File: src/rtl/keypad_pkg.sv
// Shared types, key map and helpers for the 4x4 keypad encoder.
package keypad_pkg;
  localparam int ROWS = 4;
  localparam int COLS = 4;

  typedef enum logic [1:0] {
    SCAN     = 2'd0,
    DEBOUNCE = 2'd1,
    HELD     = 2'd2
  } state_t;

  // Indexed as KEY_MAP[row][col]; row 3 is "* 0 # D" with * = E and # = F.
  localparam logic [0:ROWS-1][0:COLS-1][3:0] KEY_MAP = {
    4'h1, 4'h2, 4'h3, 4'hA,
    4'h4, 4'h5, 4'h6, 4'hB,
    4'h7, 4'h8, 4'h9, 4'hC,
    4'hE, 4'h0, 4'hF, 4'hD
  };

  function automatic logic one_low(input logic [COLS-1:0] col);
    return ($countones(~col) == 1);
  endfunction

  function automatic logic [1:0] low_index(input logic [COLS-1:0] col);
    logic [1:0] idx;
    idx = 2'd0;
    for (int c = 0; c < COLS; c++) begin
      if (!col[c]) idx = 2'(c);
    end
    return idx;
  endfunction

  function automatic logic [ROWS-1:0] row_drive(input logic [1:0] row);
    return ~(4'b0001 << row);
  endfunction
endpackage

File: src/rtl/keypad_sync.sv
// Two-flop synchronizer for the asynchronous, pulled-up column inputs.
module keypad_sync
  import keypad_pkg::*;
(
  input  logic            i_clk,
  input  logic            i_rst_n,
  input  logic [COLS-1:0] i_col,
  output logic [COLS-1:0] o_col
);
  logic [COLS-1:0] meta_q;
  logic [COLS-1:0] sync_q;

  always_ff @(posedge i_clk or negedge i_rst_n) begin
    if (!i_rst_n) begin
      meta_q <= '1;
      sync_q <= '1;
    end else begin
      meta_q <= i_col;
      sync_q <= meta_q;
    end
  end

  assign o_col = sync_q;
endmodule

File: src/rtl/keypad_encoder.sv
// 4x4 keypad scanner/debouncer with a valid/ready hex-code output.
// Optional auto-repeat while held is enabled by defining KEYPAD_REPEAT_EN.
module keypad_encoder
  import keypad_pkg::*;
#(
  parameter int SCAN_DIV     = 50000,
  parameter int DEBOUNCE_CNT = 4,
  parameter int REPEAT_TICKS = 400
) (
  input  logic            i_clk,
  input  logic            i_rst_n,
  input  logic            i_en,
  output logic [ROWS-1:0] o_row,
  input  logic [COLS-1:0] i_col,
  output logic [3:0]      o_key,
  output logic            o_valid,
  input  logic            i_ready,
  output logic            o_overflow
);
  localparam int TICK_W = (SCAN_DIV > 1) ? $clog2(SCAN_DIV) : 1;
  localparam int CNT_W  = $clog2(DEBOUNCE_CNT + 1);

  logic [COLS-1:0]   col_s;
  logic [TICK_W-1:0] tick_cnt_q;
  logic              tick;
  state_t            state_q;
  logic [1:0]        row_q;
  logic [1:0]        col_q;
  logic [CNT_W-1:0]  deb_cnt_q;
  logic [CNT_W-1:0]  rel_cnt_q;
  logic [ROWS-1:0]   row_o_q;
  logic [3:0]        key_q;
  logic              valid_q;
  logic              ovf_q;

  logic              single_low;
  logic [1:0]        col_idx;
  logic              all_high;
  logic              same_low;
  logic              deb_done;
  logic              rel_done;
  logic              emit_d;
  logic [3:0]        code_d;

  keypad_sync u_sync (
    .i_clk   (i_clk),
    .i_rst_n (i_rst_n),
    .i_col   (i_col),
    .o_col   (col_s)
  );

  assign tick       = i_en && (tick_cnt_q == TICK_W'(SCAN_DIV - 1));
  assign single_low = one_low(col_s);
  assign col_idx    = low_index(col_s);
  assign all_high   = &col_s;
  assign same_low   = single_low && (col_idx == col_q);
  assign deb_done   = (deb_cnt_q == CNT_W'(DEBOUNCE_CNT - 1));
  assign rel_done   = (rel_cnt_q == CNT_W'(DEBOUNCE_CNT - 1));

`ifdef KEYPAD_REPEAT_EN
  localparam int REP_W = $clog2(REPEAT_TICKS + 1);
  logic [REP_W-1:0] rep_cnt_q;
  logic             key_low;
  logic             rep_done;
  assign key_low  = !col_s[col_q];
  assign rep_done = (rep_cnt_q == REP_W'(REPEAT_TICKS - 1));
`endif

  always_comb begin
    emit_d = 1'b0;
    code_d = KEY_MAP[row_q][col_q];
    if (tick) begin
      case (state_q)
        SCAN: begin
          // A one-sample debounce needs no DEBOUNCE stay: emit on detection.
          if (single_low && (DEBOUNCE_CNT == 1)) begin
            emit_d = 1'b1;
            code_d = KEY_MAP[row_q][col_idx];
          end
        end
        DEBOUNCE: begin
          if (same_low && deb_done) emit_d = 1'b1;
        end
`ifdef KEYPAD_REPEAT_EN
        HELD: begin
          if (key_low && rep_done) emit_d = 1'b1;
        end
`endif
        default: ;
      endcase
    end
  end

  always_ff @(posedge i_clk or negedge i_rst_n) begin
    if (!i_rst_n) begin
      tick_cnt_q <= '0;
      state_q    <= SCAN;
      row_q      <= 2'd0;
      col_q      <= 2'd0;
      deb_cnt_q  <= '0;
      rel_cnt_q  <= '0;
      row_o_q    <= 4'hF;
      key_q      <= 4'h0;
      valid_q    <= 1'b0;
      ovf_q      <= 1'b0;
`ifdef KEYPAD_REPEAT_EN
      rep_cnt_q  <= '0;
`endif
    end else begin
      ovf_q <= 1'b0;
      if (emit_d) begin
        if (!valid_q || i_ready) begin
          key_q   <= code_d;
          valid_q <= 1'b1;
        end else begin
          ovf_q <= 1'b1;
        end
      end else if (valid_q && i_ready) begin
        valid_q <= 1'b0;
      end

      if (!i_en) begin
        tick_cnt_q <= '0;
        state_q    <= SCAN;
        row_q      <= 2'd0;
        deb_cnt_q  <= '0;
        rel_cnt_q  <= '0;
        row_o_q    <= 4'hF;
`ifdef KEYPAD_REPEAT_EN
        rep_cnt_q  <= '0;
`endif
      end else begin
        tick_cnt_q <= tick ? '0 : tick_cnt_q + TICK_W'(1);
        row_o_q    <= row_drive(row_q);
        if (tick) begin
          case (state_q)
            SCAN: begin
              if (single_low) begin
                col_q <= col_idx;
                if (DEBOUNCE_CNT == 1) begin
                  state_q   <= HELD;
                  rel_cnt_q <= '0;
`ifdef KEYPAD_REPEAT_EN
                  rep_cnt_q <= '0;
`endif
                end else begin
                  state_q   <= DEBOUNCE;
                  deb_cnt_q <= CNT_W'(1);
                end
              end else begin
                row_q   <= row_q + 2'd1;
                row_o_q <= row_drive(row_q + 2'd1);
              end
            end
            DEBOUNCE: begin
              if (same_low) begin
                if (deb_done) begin
                  state_q   <= HELD;
                  deb_cnt_q <= '0;
                  rel_cnt_q <= '0;
`ifdef KEYPAD_REPEAT_EN
                  rep_cnt_q <= '0;
`endif
                end else begin
                  deb_cnt_q <= deb_cnt_q + CNT_W'(1);
                end
              end else begin
                state_q   <= SCAN;
                deb_cnt_q <= '0;
                row_q     <= row_q + 2'd1;
                row_o_q   <= row_drive(row_q + 2'd1);
              end
            end
            HELD: begin
              if (all_high) begin
`ifdef KEYPAD_REPEAT_EN
                rep_cnt_q <= '0;
`endif
                if (rel_done) begin
                  state_q   <= SCAN;
                  rel_cnt_q <= '0;
                  row_q     <= row_q + 2'd1;
                  row_o_q   <= row_drive(row_q + 2'd1);
                end else begin
                  rel_cnt_q <= rel_cnt_q + CNT_W'(1);
                end
              end else begin
                rel_cnt_q <= '0;
`ifdef KEYPAD_REPEAT_EN
                if (key_low) rep_cnt_q <= rep_done ? '0 : rep_cnt_q + REP_W'(1);
`endif
              end
            end
            default: begin
              state_q <= SCAN;
            end
          endcase
        end
      end
    end
  end

  assign o_row      = row_o_q;
  assign o_key      = key_q;
  assign o_valid    = valid_q;
  assign o_overflow = ovf_q;
endmodule

File: config.mk
export PLATFORM = sky130hd
export DESIGN_NAME = keypad_encoder
export DESIGN_NICKNAME = d
export VERILOG_FILES = /design/src/rtl/keypad_pkg.sv /design/src/rtl/keypad_sync.sv /design/src/rtl/keypad_encoder.sv
export SDC_FILE = /design/constraint.sdc
export NUM_CORES = 1
export LEC_CHECK = 0
export BUFFER_PORTS_ARGS = -buffer_cell sky130_fd_sc_hd__buf_2
export CAP_MARGIN = 25
export CORE_MARGIN = 3
export CORE_UTILIZATION = 57
export DETAILED_ROUTE_END_ITERATION = 12
export PLACE_DENSITY = 0.77
export SETUP_SLACK_MARGIN = 0.4
export SYNTH_ARGS = -nofsm -noshare
export SYNTH_HDL_FRONTEND = slang
export SYNTH_SLANG_ARGS = --single-unit
File: constraint.sdc
create_clock -name i_clk -period 8.2 [get_ports i_clk]
set_input_delay 1.64 -clock i_clk [delete_from_list [all_inputs] [get_ports i_clk]]
set_output_delay 1.64 -clock i_clk [all_outputs]
set_load 0.05 [all_outputs]
==> impl_summary.md, run 1 <==
Timing
Dividing the final minimum period by the clock period gives around two fifths. For the pin with the worst max-slew slack, the measured transition is 0.895 ns. The highest achievable clock rate is approximately 0.31 GHz.

Setup violations remaining at the end of the flow were counted as 0. In this run the tightest slew margin relative to its limit is between 40 and 50%. The hold violation count in the final report is 0. The number of max-slew violations in the final report was 0.

The final critical-path required period is around 3.2 ns. Summed over all failing endpoints, the final setup total negative slack is 0 ns. The post-route clock skew is roughly 0.0082 ns. The worst hold margin is approximately 0.36 ns. Setup repair after global routing left no endpoint under its margin.

Placed design
Port buffering added 17 buffers. The half-perimeter wire length of the detailed placement result is 3260 um. The final RePlAce weighted congestion is roughly 0.95.

Clock tree
CTS saw 46 sinks. The number of H-tree levels is 2. Post-CTS repair changed the size of 0 cells.

The clock-pin slew on the worst setup and hold paths is approximately 0.080 ns. After clock tree synthesis, the setup repair step added 0 buffers. For this design, the CTS-stage hold fixing added 0 buffers. The cell chosen for the clock root is sky130_fd_sc_hd__clkbuf_8. The maximum root-to-sink buffer count is 2.

The clock tree from TritonCTS is done. The latest clock arrival within the worst-skew pair is 0.30 ns. The number of CTS-inserted buffers is 5.

Die
The boundary pin count is 18. The floorplan step set the die height to between 70 and 80 um. The x dimension of the die is 72.8 um. The area of the die is 0.00529 sq mm.

The region available for standard cell placement spans approximately 0.0041 sq mm. The number of rows created at floorplan is 23. The initial core utilization is between 60 and 70%.

Final layout
From synthesis to final layout, the design area changed by 9.11%. The post-route netlist has about 18% of its cells at a drive strength greater than 1. The leading cell type in the layout, fill and taps excluded is sky130_fd_sc_hd__dfrtp_1. In the final design database the tool counted between 200 and 300 nets. For this run, the share of the core covered by cells in the final layout is between 60% and 70%. Leaving out fill and tap cells, the most frequent cells in the layout are sky130_fd_sc_hd__dfrtp_1, sky130_fd_sc_hd__nor2_1, sky130_fd_sc_hd__nand2_1. Counting the fill cells in the layout gives 343. The number of diodes added for antenna fixing is 0.

Worst setup path
Of all nets on the critical path, the largest fanout is 6. Traced cell by cell, the critical path runs through fa_1 > inv_1 > ha_1 > ha_1 > nor3b_1 > o21ai_0 > a211oi_2 > nand4_1 > mux2_2. The category of the worst setup path launch point is a flop. The cell that appears most often on the critical path is sky130_fd_sc_hd__ha_1. The instance count on the critical path is 9.

The required arrival time at the worst endpoint is approximately 8.4 ns. In this design, the stage delay of the slowest critical-path cell is approximately 0.58 ns. The launching element of the worst setup path is u_sync.o_col[3]. The arrival time at the worst endpoint is 3.39 ns. The worst setup slack for register-to-register paths is around 5 ns. Counting both buffers and inverters, the worst setup path holds a total of 1. The worst setup path is captured at a flop. The worst setup path endpoint is o_key[2]. In this run the critical register-to-register path is captured at o_key[2].

The launch point of the worst reg-to-reg path is u_sync.o_col[3]. The critical path is of the flop to flop type. The critical path's top delay family is adder cells.

On the critical path, the stage with the largest delay is an instance of sky130_fd_sc_hd__dfstp_2. Measured in cells, the most critical reg-to-reg path has a length of 9.

Yosys
The synthesized net count is 272. The summed instance area of the synthesized netlist is between 0.002 and 0.003 sq mm. The average footprint of a synthesized cell is 10.1 sq um. The number of enable flip-flop cells after synthesis is 0. The portion of the post-synthesis area used by sequential elements is 45.9%. The primary flip-flop cell chosen by synthesis mapping is sky130_fd_sc_hd__dfrtp_1. The synthesized flop and latch total is 46. The yosys synthesis warning count is 0.

The share of flip-flops with an asynchronous set or reset is 100%. The count of cell types in the netlist is between 60 and 70. The cell count after synthesis came out at around 250.

Detailed routing
The routed layout has 1853 vias. The first-iteration detailed-routing DRC count is around 230. Dividing the detail-routed wire length by the instance count gives about 15 um. Before antenna repair, the detailed router went through 4 iterations. The total length of routed wires is 4580 um. In the routed design, unresolved DRC markers number 0. The via density per instance is slightly below 6.

In this run the remaining antenna-violating nets after routing total 0.

Global route
The total congestion overflow after global routing is 0. The initial antenna violation count is 0. The pin count of the biggest net entering global routing is between 40 and 50. The first global-routing pass estimated 7740 um of wire.

The number of global-route vias before repair came to around 1700. The overall track demand over capacity in global routing is between 10% and 20%.

Worst hold path
The path class of the tightest hold or removal check is flop to flop.

Flow run
The max-cap violation count is 0.

Pwr
The power density over the cells is around 160 mW/mm^2. Total power for the finished layout comes to between 0.0004 and 0.0005 W. The leakage power of the design is about 1.3 nW. IR analysis of the VDD net gives a maximum drop of between 0.0001 and 0.00015 V.

Outcome
The flow ran to the end, and the final reports show no timing, DRC or antenna violations.
layout make-up:
type	count	area, sq um	share of cell area, %
repair buffers	18	105	3.79
well taps	50	62.6	2.26
clock inverters	2	37.5	1.35
clock buffers	6	72.6	2.62
flip-flops and latches	46	1170	42.1
inverters	11	41.3	1.49
multi-input cells	182	1290	46.4
stage by stage:
step / setup WS (ns) / instance area (sq um) / instances
5_1_grt: 4.68 / 2770 / 315
3_5_place_dp: 4.97 / 2640 / 306
3_3_place_gp: 5.11 / 2640 / 306
2_1_floorplan: 5.36 / 2540 / 251
4_1_cts: 4.96 / 2750 / 314
6_report: 4.99 / 2770 / 315
cell usage after synthesis, drive strengths merged, types with 2 or more instances:
| master | n | area (sq um) |
|---|---|---|
| or2 | 3 | 18.8 |
| buf | 2 | 8.75 |
| dfrtp | 34 | 851 |
| xnor2 | 5 | 43.8 |
| dfstp | 12 | 315 |
| nand3 | 7 | 35.0 |
| nand2b | 5 | 31.3 |
| o211ai | 2 | 15.0 |
| inv | 11 | 41.3 |
| a21oi | 8 | 40.0 |
| mux2 | 6 | 67.6 |
| o22ai | 2 | 12.5 |
| and4 | 2 | 17.5 |
| a31oi | 3 | 18.8 |
| and2 | 2 | 12.5 |
| nor4 | 2 | 18.8 |
| nor2 | 23 | 86.3 |
| clkbuf | 10 | 37.5 |
| o31ai | 2 | 15.0 |
| o221ai | 3 | 26.3 |
| o21ai | 9 | 45.0 |
| o41ai | 2 | 36.3 |
| nor3 | 9 | 61.3 |
| and3 | 8 | 50.1 |
| xor2 | 10 | 87.6 |
| or3 | 3 | 18.8 |
| ha | 12 | 150 |
| mux2i | 4 | 40.0 |
| nor2b | 3 | 18.8 |
| nand4 | 4 | 25.0 |
| nand2 | 22 | 82.6 |
kinds of logic (layout without fill, tap and decap cells):
kind of cell / after synthesis / count (layout) / synth area share (%)
and+or+nand+nor: 101 / 101 / 21.8
DFF: 46 / 46 / 45.9
buffers and inverters: 23 / 37 / 3.45
adders and majority gates: 13 / 13 / 6.70
AOI/OAI and AO/OA: 43 / 43 / 12.8
xor gates and xnor gates: 15 / 15 / 5.17
muxes: 10 / 10 / 4.24
power breakdown:
part | internal (W) | switching (W)
registers | 0.000232 | 0.00000250
clock network | 0.0000909 | 0.0000750
logic | 0.00000999 | 0.0000200
total | 0.000333 | 0.0000975
sequential cells by signal (all words and copies together), names as in the netlist:
signal,flops
o_valid,1
col_q,2
tick_cnt_q,16
rel_cnt_q,3
o_row,4
o_key,4
u_sync.meta_q,4
u_sync.o_col,4
o_overflow,1
state_q,2
deb_cnt_q,3
row_q,2
worst register-to-register path: stages, from the launching register on:
cell and delay [ns]:
sky130_fd_sc_hd__dfstp_2 0.58, sky130_fd_sc_hd__fa_1 0.41, sky130_fd_sc_hd__inv_1 0.06, sky130_fd_sc_hd__ha_1 0.13, sky130_fd_sc_hd__ha_1 0.23, sky130_fd_sc_hd__nor3b_1 0.33
sky130_fd_sc_hd__o21ai_0 0.29, sky130_fd_sc_hd__a211oi_2 0.41, sky130_fd_sc_hd__nand4_1 0.30, sky130_fd_sc_hd__mux2_2 0.36
worst min path at each step:
| stage | to | cells after the start | startpoint | slack (ns) |
|---|---|---|---|---|
| 5_1_grt | u_sync.o_col[3] | 0 | u_sync.meta_q[3] | 0.36 |
| 2_1_floorplan | u_sync.o_col[0] | 0 | u_sync.meta_q[0] | 0.35 |
| 3_3_place_gp | u_sync.o_col[2] | 0 | u_sync.meta_q[2] | 0.35 |
| 4_1_cts | u_sync.o_col[3] | 0 | u_sync.meta_q[3] | 0.36 |
| 3_5_place_dp | u_sync.o_col[3] | 0 | u_sync.meta_q[3] | 0.35 |
| 6_report | u_sync.o_col[2] | 0 | u_sync.meta_q[2] | 0.36 |
metal layers:
metal	track usage [%]	wire, um
met1	27.5	2330
met2	27.3	2000
met3	4.55	177
met4	7.79	69
met5	0	0
Note: power is estimated with default switching activity, not from simulation.
==> inputs of run 2 (changes only) <==
==> constraint.sdc (replaced) <==
create_clock -name i_clk -period 3.2 [get_ports i_clk]
set_input_delay 0.64 -clock i_clk [delete_from_list [all_inputs] [get_ports i_clk]]
set_output_delay 0.64 -clock i_clk [all_outputs]
set_load 0.05 [all_outputs]
==> run 2 against run 1 <==
Net effect:
- clock power is 120% higher
- design area up 4.0%
- final cell count up 2.9%
- power up 150%
- critical path type unchanged
- critical endpoint is now o_key[1]
==> impl_summary.md, run 2 (synthesis results as in run 1) <==
Outcome
Result of the run: finished clean (unchanged).

Global route
The total congestion overflow after global routing came to 0 (unchanged). The overall track demand over capacity in global routing is 19.7% (was 19.0%). The first-pass GRT wire length is 8230 um (was 7740 um). The number of global-route vias before repair is 1753 (was 1664). The pin count of the biggest net entering global routing was 47 (unchanged). The initial antenna violation count is 0 (unchanged).

Clock tree
The cell chosen for the clock root is sky130_fd_sc_hd__clkbuf_8 (unchanged). The number of H-tree levels is 2 (unchanged). The clock tree from TritonCTS is done (unchanged).

The number of CTS-inserted buffers was 5 (unchanged). The maximum root-to-sink buffer count came to 2 (unchanged). The clock-pin slew on the worst setup and hold paths is 0.09 ns (was 0.08 ns). The sink count of the clock tree is 46 (unchanged).

The number of buffers inserted for hold repair after clock tree synthesis came to 0 (unchanged). The latest clock arrival within the worst-skew pair is 0.29 ns (was 0.30 ns).

Final layout
The net count reported at finish is 294 (was 285). The register name with the most flops was tick_cnt_q (unchanged). The leading cell type in the layout, fill and taps excluded is sky130_fd_sc_hd__dfrtp_1 (unchanged). Most frequent cells in the layout: sky130_fd_sc_hd__dfrtp_1, sky130_fd_sc_hd__nor2_1, sky130_fd_sc_hd__nand2_1 (unchanged). The number of flip-flops in the largest register came to 16 (unchanged). The ratio of cells with drive above 1 in the final layout is 23.7% (was 18.5%). The number of diodes added for antenna fixing came to 0 (unchanged). The layout overhead on the synthesized area is 13.5% (was 9.11%). The core utilization of the finished layout is 69.6% (was 66.9%).

Pwr
The worst supply voltage drop on vdd came to 0.000345 V (was 0.000120 V). The total power of the final layout was 0.00107 W (was 0.000431 W). The leakage power of the design was 1.30 nW (was 1.25 nW).

The power density over the cells came to 370 mW/mm^2 (was 155 mW/mm^2).

Detailed routing
The via density per instance is 6.01 (was 5.88). The total via count after detailed routing came to 1946 (was 1853). The first-pass detailed-route iteration total came to 4 (unchanged).

The antenna violation net count after detailed routing came to 0 (unchanged). The average wire per cell in the routed design is 15.2 um (was 14.5 um). The total length of routed wires is 4930 um (was 4580 um). The residual DRC count is 0 (unchanged). The first-iteration detailed-routing DRC count is 184 (was 228).

Die
The initial core utilization came to 61.3% (unchanged). The die extent in y is 72.8 um (unchanged). The core area was 0.00414 sq mm (unchanged). The boundary pin count is 18 (unchanged).

The number of rows created at floorplan is 23 (unchanged). The x dimension of the die is 72.8 um (unchanged). The area of the die is 0.00529 sq mm (unchanged).

Timing
The highest achievable clock rate is 0.363 GHz (was 0.312 GHz). The final critical-path required period came to 2.76 ns (was 3.21 ns). The transition time at the pin with the least slew margin is 0.531 ns (was 0.895 ns).

The number of endpoints failing setup at the final stage came to 0 (unchanged). The relative max-transition margin is 64.2% (was 40.2%). The number of max-slew violations in the final report was 0 (unchanged).

The post-route clock skew came to 0.00841 ns (was 0.00822 ns). The hold violation count in the final report was 0 (unchanged). The final total negative setup slack came to 0 ns (unchanged).

RSZ-0062 raised after global routing: no (unchanged). The worst hold margin was 0.269 ns (was 0.358 ns). The post-route clock period utilization is 86.1% (was 39.1%).

Worst setup path
The launching element of the worst setup path is u_sync.o_col[3] (unchanged). The required arrival time at the worst endpoint is 3.39 ns (was 8.38 ns). The critical path endpoint category is a flop (unchanged). The critical setup path kind is flop to flop (unchanged). The arrival time at the worst endpoint is 2.94 ns (was 3.39 ns). The launch point of the worst reg-to-reg path is u_sync.o_col[3] (unchanged). The category of the worst setup path launch point is a flop (unchanged). The maximum fanout count along the critical path came to 5 (was 6).

Worst hold path
The type of the most critical hold path was input pin to async pin (was flop to flop).

Flow run
The max-cap violation count is 0 (unchanged).

Placed design
The number of buffers added on ports is 17 (unchanged). The final RePlAce weighted congestion is 0.912 (was 0.948). The half-perimeter wire length of the detailed placement result was 3370 um (was 3260 um).
run 2: changes by cell type in the layout (fill, tap and decap cells not counted), sizes merged:
cell and change:
buf +9, bufinv -1, clkbuf +1, clkinv +1, clkinvlp -1
run 2: cell type report:
class	instances	area [sq um]
multi-input combinational	182	1350
fill	327	1260
sequential	46	1170
timing repair buffer	27	173
clock buffer	7	86.3
tap	50	62.6
inverter	11	41.3
clock inverter	1	5.00
run 2: what timing repair did:
item	in CTS	in global routing
buffers inserted	0	6
setup endpoints to repair	14	21
pin swaps	0	6
gates resized for setup	1	12
run 2: critical path, cell delays in order, from the launching register on:
cell and delay, ns:
sky130_fd_sc_hd__dfstp_2 0.57, sky130_fd_sc_hd__fa_1 0.43, sky130_fd_sc_hd__inv_2 0.08, sky130_fd_sc_hd__ha_4 0.13, sky130_fd_sc_hd__ha_4 0.21, sky130_fd_sc_hd__nor3b_4 0.23
sky130_fd_sc_hd__o21ai_2 0.13, sky130_fd_sc_hd__a211oi_2 0.27, sky130_fd_sc_hd__nand4_1 0.13, sky130_fd_sc_hd__buf_4 0.18, sky130_fd_sc_hd__mux2_4 0.29
run 2: report_power, final:
group | internal [W] | switching (W)
logic | 0.0000447 | 0.0000620
registers | 0.000596 | 0.00000633
clock network | 0.000174 | 0.000183
run 2: stage by stage:
| step | cell area, sq um | cells | setup slack [ns] |
|---|---|---|---|
| 2_1_floorplan | 2540 | 251 | 0.407 |
| 3_3_place_gp | 2660 | 309 | 0.348 |
| 6_report | 2880 | 324 | 0.443 |
| 3_5_place_dp | 2660 | 309 | 0.210 |
| 5_1_grt | 2880 | 324 | 0.355 |
| 4_1_cts | 2760 | 317 | 0.315 |
run 2: worst paths after layout:
| check | endpoint | slack [ns] | cells past startpoint |
|---|---|---|---|
| max | o_key[1] | 0.44 | 10 |
| min | o_key[2] | 0.27 | 1 |
| max reg2reg | o_key[1] | 0.44 | 10 |
| min reg2reg | u_sync.o_col[2] | 0.36 | 0 |
| max in group asynchronous | o_row[1] | 2.37 | 2 |
| min in group i_clk | u_sync.o_col[2] | 0.36 | 0 |
run 2: routing by layer:
metal	vias up	track usage [%]	share of wire [%]	wire length (um)
met5	-	0	0	0
met4	0	4.30	0.85	42
met3	5	4.13	5.2	255
met2	50	30.7	48	2350
met1	953	28.5	46	2290
li1	938	-	-	-
==> inputs of run 3 (changes only) <==
--- a/config.mk
+++ b/config.mk
@@ -8,9 +8,9 @@
 export BUFFER_PORTS_ARGS = -buffer_cell sky130_fd_sc_hd__buf_2
 export CAP_MARGIN = 25
 export CORE_MARGIN = 3
-export CORE_UTILIZATION = 57
+export CORE_UTILIZATION = 52
 export DETAILED_ROUTE_END_ITERATION = 12
-export PLACE_DENSITY = 0.77
+export PLACE_DENSITY = 0.71
 export SETUP_SLACK_MARGIN = 0.4
 export SYNTH_ARGS = -nofsm -noshare
 export SYNTH_HDL_FRONTEND = slang
==> run 3 against run 2 <==
Net effect:
- wire length decreased by 3.7%
- design area about the same
- combinational power decreased by 5%
- worst hold slack got worse by 0.0015 ns
- power decreased by 0.40%
- die area increased by 8.8%
- sequential power about the same
- clock power about the same
- highest routed layer unchanged
==> impl_summary.md, run 3 (synthesis results as in run 1) <==
Outcome
Result of the run: finished clean (unchanged).

Final layout
The number of diodes added for antenna fixing was 0 (unchanged). Most frequent cells in the layout: sky130_fd_sc_hd__dfrtp_1, sky130_fd_sc_hd__nor2_1, sky130_fd_sc_hd__nand2_1 (unchanged). The ratio of cells with drive above 1 in the final layout is 23.5% (was 23.7%). The number of flip-flops in the largest register is 16 (unchanged).

The net count reported at finish is 292 (was 294). The leading cell type in the layout, fill and taps excluded is sky130_fd_sc_hd__dfrtp_1 (unchanged). The register name with the most flops is tick_cnt_q (unchanged). The layout overhead on the synthesized area is 13.6% (was 13.5%).

Worst setup path
The standard cell with the maximum stage delay on the critical path is sky130_fd_sc_hd__dfstp_2 (unchanged). The critical path's top delay family is adder cells (unchanged). The launch point of the worst reg-to-reg path is u_sync.o_col[3] (unchanged). The arrival time at the worst endpoint is 2.92 ns (was 2.94 ns). The maximum fanout count along the critical path was 4 (was 5). The category of the worst setup path launch point is a flop (unchanged). The worst setup slack for register-to-register paths is 0.47 ns (was 0.44 ns). The cell with the most instances on the worst path was sky130_fd_sc_hd__ha_4 (unchanged). The cell count of the worst reg-to-reg path is 10 (unchanged). The longest individual stage delay on the worst path is 0.57 ns (about the same).

The critical path endpoint category is a flop (unchanged). The required arrival time at the worst endpoint is 3.39 ns (about the same). The critical setup path kind is flop to flop (unchanged). The capturing point of the worst reg2reg path is o_key[1] (unchanged). The combined buffer and inverter count along the critical path is 2 (unchanged).

Critical path, cell by cell: fa_1 > inv_2 > ha_4 > ha_4 > nor3b_4 > o21ai_2 > a211oi_2 > nand4_1 > buf_4 > mux2_4 (unchanged).

Global route
The total congestion overflow after global routing is 0 (unchanged). The initial antenna violation count came to 0 (unchanged). The fraction of met3 tracks used by global routing was 3.96% (was 4.13%). The first-pass GRT wire length is 8220 um (was 8230 um). The pin count of the biggest net entering global routing is 47 (unchanged). The layer with the highest usage is met2 (unchanged).

The fraction of met1 tracks used by global routing is 27.0% (was 28.5%). The number of global-route vias before repair came to 1731 (was 1753). The overall track demand over capacity in global routing was 18.7% (was 19.7%). The fraction of met2 tracks used by global routing is 28.0% (was 30.7%).

Timing
The number of endpoints failing setup at the final stage was 0 (unchanged). The hold violation count in the final report came to 0 (unchanged). The final critical-path required period is 2.73 ns (was 2.76 ns). The post-route clock period utilization came to 85.2% (was 86.1%). RSZ-0062 raised after global routing: no (unchanged). The final total negative setup slack was 0 ns (unchanged). The highest achievable clock rate is 0.367 GHz (was 0.363 GHz). The relative max-transition margin was 68.3% (was 64.2%). The worst hold margin is 0.267 ns (was 0.269 ns). The transition time at the pin with the least slew margin came to 0.475 ns (was 0.531 ns). The number of max-slew violations in the final report is 0 (unchanged). The post-route clock skew was 0.00901 ns (was 0.00841 ns).

Clock tree
The sink count of the clock tree is 46 (unchanged). The cell chosen for the clock root is sky130_fd_sc_hd__clkbuf_8 (unchanged). The clock-pin slew on the worst setup and hold paths was 0.09 ns (about the same). The maximum root-to-sink buffer count was 2 (unchanged). The latest clock arrival within the worst-skew pair is 0.31 ns (was 0.29 ns). The clock tree from TritonCTS is done (unchanged). The number of buffers inserted for hold repair after clock tree synthesis came to 0 (unchanged). The number of H-tree levels is 2 (unchanged). The number of CTS-inserted buffers is 5 (unchanged).

Pwr
The worst supply voltage drop on vdd is 0.000301 V (was 0.000345 V). The total power of the final layout is 0.00106 W (was 0.00107 W). The leakage power of the design is 1.29 nW (was 1.30 nW). The power density over the cells is 368 mW/mm^2 (was 370 mW/mm^2).

Detailed routing
The first-iteration detailed-routing DRC count is 187 (was 184). The via density per instance is 5.50 (was 6.01). The total length of routed wires is 4750 um (was 4930 um). The first-pass detailed-route iteration total is 4 (unchanged). The total via count after detailed routing came to 1855 (was 1946). The residual DRC count is 0 (unchanged). The average wire per cell in the routed design came to 14.1 um (was 15.2 um). The antenna violation net count after detailed routing came to 0 (unchanged).

Flow run
The max-cap violation count is 0 (unchanged).

Die
The initial core utilization came to 56.0% (was 61.3%). The number of rows created at floorplan is 24 (was 23). The boundary pin count is 18 (unchanged). The die extent in y is 75.9 um (was 72.8 um). The area of the die came to 0.00576 sq mm (was 0.00529 sq mm). The x dimension of the die is 75.9 um (was 72.8 um). The core area was 0.00453 sq mm (was 0.00414 sq mm).

Placed design
The number of buffers added on ports is 17 (unchanged). The final RePlAce weighted congestion is 0.885 (was 0.912). The half-perimeter wire length of the detailed placement result is 3290 um (was 3370 um).

Worst hold path
The type of the most critical hold path is input pin to async pin (unchanged).
-- run 3: how the worst max path moves through the flow --
stage | slack [ns] | startpoint | to | depth (start not counted)
after floorplan | 0.41 | u_sync.o_col[3] | o_key[0] | 9
after global placement | 0.34 | u_sync.o_col[3] | o_key[2] | 9
after detailed placement | 0.21 | u_sync.o_col[3] | rel_cnt_q[2] | 9
after CTS | 0.40 | u_sync.o_col[3] | rel_cnt_q[2] | 9
after global routing | 0.41 | u_sync.o_col[3] | o_row[0] | 9
final | 0.47 | u_sync.o_col[3] | o_key[1] | 10
-- run 3: timing repair --
| item | 4_1_cts | 5_1_grt |
|---|---|---|
| setup buffers | 0 | 4 |
| gates resized for setup | 3 | 10 |
| setup endpoints to repair | 13 | 12 |
| pin swaps | 0 | 6 |
-- run 3: layout make-up --
class                   count  area, sq um
multi-input cells         182         1350
inverters                  11         41.3
clock inverters             3         21.3
repair buffers             25          158
flip-flops and latches     46         1170
clock buffers               5         68.8
well taps                  65         81.3
fillers                   346         1650
-- run 3: worst reg2reg max path, cell delays in order, from the launching register on --
cell                       delay (ns)
sky130_fd_sc_hd__dfstp_2         0.57
sky130_fd_sc_hd__fa_1            0.43
sky130_fd_sc_hd__inv_2           0.08
sky130_fd_sc_hd__ha_4            0.13
sky130_fd_sc_hd__ha_4            0.20
sky130_fd_sc_hd__nor3b_4         0.22
sky130_fd_sc_hd__o21ai_2         0.12
sky130_fd_sc_hd__a211oi_2        0.26
sky130_fd_sc_hd__nand4_1         0.13
sky130_fd_sc_hd__buf_4           0.18
sky130_fd_sc_hd__mux2_4          0.29
-- run 3: report_power, final --
group / total, W / switching, W / internal (W)
logic: 0.000102 / 0.0000605 / 0.0000420
clock network: 0.000358 / 0.000204 / 0.000154
registers: 0.000602 / 0.00000600 / 0.000596
-- run 3: metal layers --
| metal | up-vias | part of all wire (%) |
|---|---|---|
| met5 | - | 0 |
| met4 | 0 | 1.2 |
| met3 | 6 | 3.5 |
| met2 | 37 | 44 |
| met1 | 879 | 51 |
| li1 | 933 | - |
-- run 3: metrics by stage --
stage / setup slack [ns] / std cells / util [%] / instance area, sq um
after CTS: 0.396 / 332 / 61.3 / 2780
after floorplan: 0.407 / 251 / - / 2540
final: 0.474 / 337 / 63.6 / 2890
after detailed placement: 0.208 / 324 / 59.2 / 2680
after global routing: 0.407 / 337 / 63.6 / 2890
after global placement: 0.335 / 324 / 59.2 / 2680
